`config.mk`:
```
export PLATFORM = sky130hd
export DESIGN_NAME = shared_ram
export DESIGN_NICKNAME = d
export VERILOG_FILES = /design/src/rtl/shared_ram_pkg.sv /design/src/rtl/shared_ram_arbiter.sv /design/src/rtl/shared_ram.sv
export SDC_FILE = /design/constraint.sdc
export NUM_CORES = 2
export LEC_CHECK = 0
export CORE_ASPECT_RATIO = 1.4
export CORE_MARGIN = 1.5
export CORE_UTILIZATION = 46
export CTS_CLUSTER_DIAMETER = 100
export DETAILED_ROUTE_END_ITERATION = 10
export SLEW_MARGIN = 20
export SYNTH_ARGS = -nofsm -noshare
export SYNTH_HDL_FRONTEND = slang
export SYNTH_SLANG_ARGS = --single-unit
```
`constraint.sdc`:
```
create_clock -name clk -period 21.3 [get_ports clk]
set_clock_uncertainty 0.1 [all_clocks]
set_input_delay 4.26 -clock clk [delete_from_list [all_inputs] [get_ports clk]]
set_output_delay 4.26 -clock clk [all_outputs]
set_load 0.02 [all_outputs]
```
`src/rtl/shared_ram_pkg.sv`:
```
// Shared definitions for the multicore data-memory subsystem: default sizes
// and the round-robin pointer advance used by the arbiter.
package shared_ram_pkg;

    localparam int CORE_COUNT = 4;
    localparam int DMEM_WIDTH = 12;
    localparam int DMEM_DEPTH = 256;

    // Written as a compare rather than a modulo so no divider is implied.
    function automatic int unsigned next_ptr(input int unsigned ptr, input int unsigned num_ports);
        return (ptr >= num_ports - 1) ? 32'd0 : ptr + 32'd1;
    endfunction

endpackage

```
`src/rtl/shared_ram_arbiter.sv`:
```
// Round-robin arbiter: grants the first requester at or above the pointer,
// wrapping around, and moves the pointer just past each winner.
module rr_arbiter
    import shared_ram_pkg::*;
#(
    parameter int N         = 4,
    parameter int PTR_WIDTH = $clog2(N)
) (
    input  logic                 clk,
    input  logic                 rst,
    input  logic [N-1:0]         req,
    output logic [N-1:0]         gnt,
    output logic [PTR_WIDTH-1:0] gntIdx
);

    logic [PTR_WIDTH-1:0] ptr_reg;
    logic [PTR_WIDTH-1:0] cand;
    logic                 found;

    always_comb begin
        gnt    = '0;
        gntIdx = '0;
        cand   = '0;
        found  = 1'b0;
        for (int i = 0; i < N; i++) begin
            cand = PTR_WIDTH'((int'(ptr_reg) + i) % N);
            if (!rst && !found && req[cand]) begin
                gnt[cand] = 1'b1;
                gntIdx    = cand;
                found     = 1'b1;
            end
        end
    end

    always_ff @(posedge clk or posedge rst) begin
        if (rst) begin
            ptr_reg <= '0;
        end else if (found) begin
            ptr_reg <= PTR_WIDTH'(next_ptr(32'(gntIdx), N));
        end
    end

endmodule

```
`src/rtl/shared_ram.sv`:
```
// Single-port RAM shared by several requesters through a round-robin arbiter;
// reads use a registered address and complete one cycle after the grant.
module shared_ram
    import shared_ram_pkg::*;
#(
    parameter int WIDTH      = DMEM_WIDTH,
    parameter int DEPTH      = DMEM_DEPTH,
    parameter int ADDR_WIDTH = $clog2(DEPTH),
    parameter int NUM_PORTS  = CORE_COUNT,
    parameter int PTR_WIDTH  = $clog2(NUM_PORTS)
) (
    input  logic                                  clk,
    input  logic                                  rst,
    input  logic [NUM_PORTS-1:0]                  req,
    input  logic [NUM_PORTS-1:0]                  wrEn,
    input  logic [NUM_PORTS-1:0][ADDR_WIDTH-1:0]  addr,
    input  logic [NUM_PORTS-1:0][WIDTH-1:0]       dataIn,
    output logic [NUM_PORTS-1:0]                  gnt,
    output logic [NUM_PORTS-1:0]                  rdValid,
    output logic [NUM_PORTS-1:0][WIDTH-1:0]       dataOut
);

    logic [PTR_WIDTH-1:0]  gnt_idx;
    logic                  gnt_any;
    logic                  wr_fire;
    logic                  rd_fire;
    logic [ADDR_WIDTH-1:0] sel_addr;
    logic [WIDTH-1:0]      sel_data;
    logic [WIDTH-1:0]      read_word;

    logic [ADDR_WIDTH-1:0] addr_reg;
    logic [PTR_WIDTH-1:0]  tag_reg;
    logic                  pending_reg;

    logic [WIDTH-1:0]      mem [DEPTH];

    rr_arbiter #(
        .N         (NUM_PORTS),
        .PTR_WIDTH (PTR_WIDTH)
    ) u_arbiter (
        .clk    (clk),
        .rst    (rst),
        .req    (req),
        .gnt    (gnt),
        .gntIdx (gnt_idx)
    );

    assign gnt_any  = |gnt;
    assign sel_addr = addr[gnt_idx];
    assign sel_data = dataIn[gnt_idx];
    assign wr_fire  = gnt_any & wrEn[gnt_idx];
    assign rd_fire  = gnt_any & ~wrEn[gnt_idx];

    // gnt is forced low during reset, so no write can slip through then.
    always_ff @(posedge clk) begin
        if (wr_fire) begin
            mem[sel_addr] <= sel_data;
        end
    end

    assign read_word = mem[addr_reg];

    always_ff @(posedge clk or posedge rst) begin
        if (rst) begin
            addr_reg    <= '0;
            tag_reg     <= '0;
            pending_reg <= 1'b0;
        end else begin
            pending_reg <= rd_fire;
            if (rd_fire) begin
                addr_reg <= sel_addr;
                tag_reg  <= gnt_idx;
            end
        end
    end

    // Each port presents the live read word during its pulse and keeps it afterwards.
    generate
        for (genvar gi = 0; gi < NUM_PORTS; gi++) begin : g_port
            logic [WIDTH-1:0] hold_reg;

            assign rdValid[gi] = pending_reg && (tag_reg == PTR_WIDTH'(gi));
            assign dataOut[gi] = rdValid[gi] ? read_word : hold_reg;

            always_ff @(posedge clk or posedge rst) begin
                if (rst) begin
                    hold_reg <= '0;
                end else if (rdValid[gi]) begin
                    hold_reg <= read_word;
                end
            end
        end
    endgenerate

endmodule

```
* After elaboration in Yosys (flattened, before gate mapping)
Memory sizes are Yosys's and may differ from the RTL's.
Index checks and enable logic that the tools add are counted.
** Storage, ports and cells
- Memory bits (writable) :: 3072
- Output and inout port bits :: 56
- Memories :: 1
- Register bits :: 61
** Memories
- mem :: words 256, bits a word 12, rd ports 1, clocked after memory_dff 0, wr ports 1, line shared_ram.sv:35 : logic [WIDTH-1:0] mem [DEPTH];
** Operators by class
- Eq/ne operators :: 3
- Reductions and logical operators :: 21
- Add/subtract/negate cells :: 4
- Magnitude comparators :: 10
- Multiplexer cells :: 41
- Bitwise logic cells :: 6
** Operators with widths (count)
- $mux W12 :: 5
- $bmux W12 S2 :: 1
- $bmux W8 S2 :: 1
- $mux W4 :: 4
- $logic_and A1 B1 Y1 :: 15
- $lt A2 B3 Y1 const B :: 5
- $mux W1 :: 15
- $or A4 B4 Y4 :: 3
- $bmux W1 S2 :: 5
- $mux W2 :: 5
- $demux W1 S2 :: 4
- $ge A2 B1 Y1 const B :: 4
- $mux W8 :: 1
- $add A2 B1 Y2 const B :: 2
- $add A2 B2 Y2 const B :: 2
- $eq A2 B2 Y1 const B :: 2
- $logic_not A1 Y1 :: 4
- $reduce_or A4 Y1 :: 1
- $and A1 B1 Y1 :: 2
- $eq A2 B1 Y1 const B :: 1
- $ge A2 B2 Y1 const B :: 1
- $logic_not A2 Y1 :: 1
- $not A1 Y1 :: 1

* Longest topological paths before layout
- Word-level depth :: 21
- Depth in mapped cells :: 15

* Modules after synthesis
Synthesis repeated with hierarchy kept, for this count alone.
** Unflattened totals
- Cells, all modules :: 6146
- Area, all modules :: 123430.9 um2
** Modules (own cells, without submodules)
- shared_ram :: instances 1, area an instance 122621.4 um2, cells an instance 6052, sequential area each 93724.9 um2
- rr_arbiter :: instances 1, area an instance 809.5 um2, cells an instance 94, sequential area each 50.0 um2

* Worst setup path before layout
Ideal clock, no wire load.
- Path type :: in2reg
- From :: input rst
- To :: memory mem[0][10] (netlist name) (data pin)
- Cell stages on the path :: 11
- Slack :: 4.448 ns
- Arrival time :: 15.021 ns
- Required time :: 19.469 ns
- Library setup time :: 1.731 ns
- Path through :: buf_2 inv_1 a31o_2 a221oi_1 a21o_1 buf_4 inv_1 clkbuf_1 buf_2 nand2_1 a31oi_1
** On the way
- Longest elaborated chain between the ends :: 17
- Elaborated cells between the ends (all ways) :: 20
** Ends and longest elaborated chain
- start: declaration :: line shared_ram.sv:13 : input logic rst,
- $logic_not A1 Y1 * :: line shared_ram_arbiter.sv:27 : if (!rst && !found && req[cand]) begin
- $logic_and A1 B1 Y1 :: line shared_ram_arbiter.sv:27
- $mux W1 :: line shared_ram_arbiter.sv:27
- $logic_not A1 Y1 :: line shared_ram_arbiter.sv:27
- $logic_and A1 B1 Y1 (2 in a row) :: line shared_ram_arbiter.sv:27
- $mux W1 :: line shared_ram_arbiter.sv:27
- $logic_not A1 Y1 :: line shared_ram_arbiter.sv:27
- $logic_and A1 B1 Y1 (2 in a row) :: line shared_ram_arbiter.sv:27
- $mux W1 :: line shared_ram_arbiter.sv:27
- $logic_not A1 Y1 :: line shared_ram_arbiter.sv:27
- $logic_and A1 B1 Y1 (2 in a row) :: line shared_ram_arbiter.sv:27
- $mux W2 * :: line shared_ram_arbiter.sv:27
- named net gnt_idx[0] :: line shared_ram.sv:23 : logic [PTR_WIDTH-1:0] gnt_idx;
- $bmux W12 S2 * :: line shared_ram.sv:50 : assign sel_data = dataIn[gnt_idx];
- $mux W12 (implied by the code) * :: line shared_ram.sv:50
- named net sel_data[10] :: line shared_ram.sv:28 : logic [WIDTH-1:0] sel_data;
- end: declaration :: line shared_ram.sv:35
Mark *: on every way through the listed nets, which the timed path passes. The rest lies on a longest branch. The select of a mux whose other input is x is not followed.

==> summary.md <==
| Metric | Value |
|---|---|
| Core Footprint | 0.266 mm² |
| Min Tclk post-route | 12.55 ns |
| Critical path's top delay family | buffers and inverters |
| Layout cell share with drive strength beyond 1 | 0.224 |
| Synth Area in Adders | 0.000713 |
| Crit end category | output port |
| # fillers | 20.7k |
| Finished layout cell area | 0.140 mm² |
| Max_cap viols | 0 |
| Initial antenna violation count | 11 |
| Cells after Synth | 6156 |
| Clock Tree Root | clkbuf_16 |
| Worst path slowest cell | dfrtp_4 |
| Synth top area cells | edfxtp_1, mux4_2, mux2i_1 |
| Outcome | complete, no violations |
| Setup WS pre-CTS | ~9.7 ns |
| DRT antenna net count | 0 |
| # rows | 224 |
| Worst Setup Start Kind | register |
| Area delta synth->final | 13.6% |
| Vias in the first global route | roughly 64k |
| Pleak | approximately 45 nW |
| Clock-pin slew on the worst setup and hold paths | 0.07 ns |
| Final worst setup slack | 8.75 ns |
| GP Congestion | 0.867 |
| Xor/xnor cell area share of the yosys netlist | 0 |
| F_max | 79.7 MHz |
| Worst hold path type | register to register |
| Worst-path fanout max | 122 |
| Tightest Pin Transition | between 1 and 1.5 ns |
| Via count | 62.9k |
| Fin util | 0.526 |
| Largest family of logic cells by synthesized area | multiplexers |
| Area of the multi-input gates | approximately 0.028 mm² |
| First-pass GRT wire length | 472000 µm |
| Vias/cell | between 6 and 7 |
| Final hold viol count | 0 |
| Final hold slack | 0.384 ns |
| Clock tree buffer depth | 4 |
| Detailed placer's ending HPWL | around 200000 µm |
| P per Cell Area | 153 mW/mm² |
| WL final | 331000 µm |
| Final setup viols | 0 |
| Most Frequent Cell on Critical Path | buf_4 |
| Yosys cell types | 80 |
| Post-synthesis compound-gate area fraction | 0.0446 |
| Top Ports | 146 |
| Main flop type after synthesis | edfxtp_1 |
| Biggest area consumer among synthesized cells | edfxtp_1 |
| CTS H-tree depth | 5 |
| Die area | 0.270 mm² |
| Number of flip-flops under the largest register name | 3072 |
| Sequential share of the synthesized area | 0.763 |
| Hold_buf cts | 0 |
| Total Routing Usage GR | 0.243 |
| # resized after CTS | 0 |
| Required time worst endpoint | 16.94 ns |
| CP Data Arrival Time | a little over 8 ns |
| Share of the synthesized area in the top cell type | 0.751 |
| Die width | roughly 440 µm |
| Simple-Gate Fraction of Synth Area | 0.0318 |
| Nets | about 6.6k |
| Largest net degree at the start of global routing | 190 |
| Buffers & Inverters on Critical Path | 5 |
| PortBufs | 145 |
| CTS tree | done |
| CTS Sinks | 3133 |
| Post-place instance area | 0.130 mm² |
| EDFF count, synth | 3072 |
| Synthesized cell area | 0.123 mm² |
| Worst slew margin | 0.214 |
| Syn Nets | roughly 6.3k |
| Ys Warns | 0 |
| Most frequent cell after synthesis | edfxtp_1 |
| Wire per inst | roughly 32 µm |
| CP peak stage delay | 0.97 ns |
| CP Cell Sequence | buf_4 > buf_4 > buf_12 > mux4_2 > a22o_1 > a221oi_1 > o22ai_1 > nor3_1 > a211oi_1 > o41ai_2 > buf_4 > o21ai_0 > clkdlybuf4s50_1 |
| Syn Area/Cell | 20.0 µm² |
| Iter 0 DRT Violations | around 6.9k |
| Flop and latch count out of synthesis | 3133 |
| Setup tns final | 0 ns |
| Post-Place Cells | 9699 |
| Post-Layout Cell Count | 10.3k |
| RSZ-0062 raised after global routing | false |
| Multiplexer share of the synthesized area | 0.145 |
| Tcrit/Tclk final | 0.589 |
| Final Max Slew Viols | 0 |
| Worst-skew pair later-pin latency | 0.84 ns |
| Drt pass-1 iters | 5 |
| VDD IR-drop max | approximately 190 µV |
| Chip height | around 610 µm |
| DR DRC count | 0 |
| Post-synth ARST share | 0.0195 |
| Register area | 0.0938 mm² |
| Remaining Overflow, GRT | 0 |
| CP Class | register to output port |
| Total power | 21.4 mW |
| Initial Util | 0.463 |
| Postcts setup bufs | 0 |
| Synth top cells by count | edfxtp_1, mux4_2, mux2i_1, nor2_1, nand2_1 |
| CTS buffer count | 305 |
==> placed cells by master (no fill, tap or decap), types with 30 or more instances in the layout <==
cell type / count
o21ai_0: 46
a22o_1: 31
nand3_1: 58
dfrtp_1: 57
buf_4: 260
clkbuf_1: 47
bufinv_16: 36
nand2_1: 287
mux4_2: 595
nor2_2: 92
a221oi_1: 75
edfxtp_1: 3072
clkinv_2: 53
nor3_1: 30
a211oi_1: 30
o31ai_1: 38
nor2_1: 209
clkdlybuf4s50_1: 145
mux2i_1: 400
clkinv_1: 67
clkbuf_16: 314
a22oi_1: 285
a21oi_1: 117
==> per-layer routing <==
| layer | wire, µm | part of all wire | vias to the layer above | GRT usage |
|---|---|---|---|---|
| met4 | 13000 | 0.039 | 2 | 0.0860 |
| met2 | 169000 | 0.51 | 2625 | 0.414 |
| met3 | 21900 | 0.066 | 550 | 0.0330 |
| li1 | - | - | 26200 | - |
| met5 | 13 | 0.000039 | - | 0 |
| met1 | 127000 | 0.38 | 33500 | 0.321 |
==> logic make-up (layout without fill, tap and decap cells) <==
| family | after synthesis | in the layout |
|---|---|---|
| flops | 3133 | 3133 |
| simple gates | 828 | 828 |
| fa+ha+maj | 7 | 7 |
| buf+inv | 396 | 984 |
| other cells | 0 | 5 |
| compound gates | 765 | 765 |
| mux | 1027 | 1027 |
==> area by class of cell <==
cell class	instances	area share
well taps	3503	0.0314
clock inverters	181	0.0131
multi-input cells	2627	0.199
inverters	17	0.000466
diodes	5	0.0000896
repair buffers	420	0.0265
clock buffers	366	0.0580
flip-flops and latches	3133	0.672
==> worst reg2reg max path: cells and delay by family (launching register included) <==
kind	cells	cell delay, ns
compound gates	5	1.84
buf+inv	5	3.36
fa+ha+maj	1	0.51
simple gates	1	0.55
flops	1	0.96
==> power by group <==
part / switching [mW] / internal, mW
Combinational: 5.16 / 2.13
Clock: 2.29 / 3.15
Sequential: 0.119 / 8.51
==> path summary, 6_finish.rpt <==
kind	depth (start not counted)	end	from	slack [ns]
max in group asynchronous	3	g_port[0].hold_reg[5]	rst	16.10
max reg2reg	12	mem[232][11]	u_arbiter.ptr_reg[0]	13.44
max	13	dataOut[5]	addr_reg[1]	8.75
min	2	g_port[3].hold_reg[9]	g_port[3].hold_reg[9]	0.38
min in group asynchronous	2	addr_reg[2]	rst	3.87
min reg2reg	2	g_port[3].hold_reg[9]	g_port[3].hold_reg[9]	0.38
(Power assumes the default switching activity.)
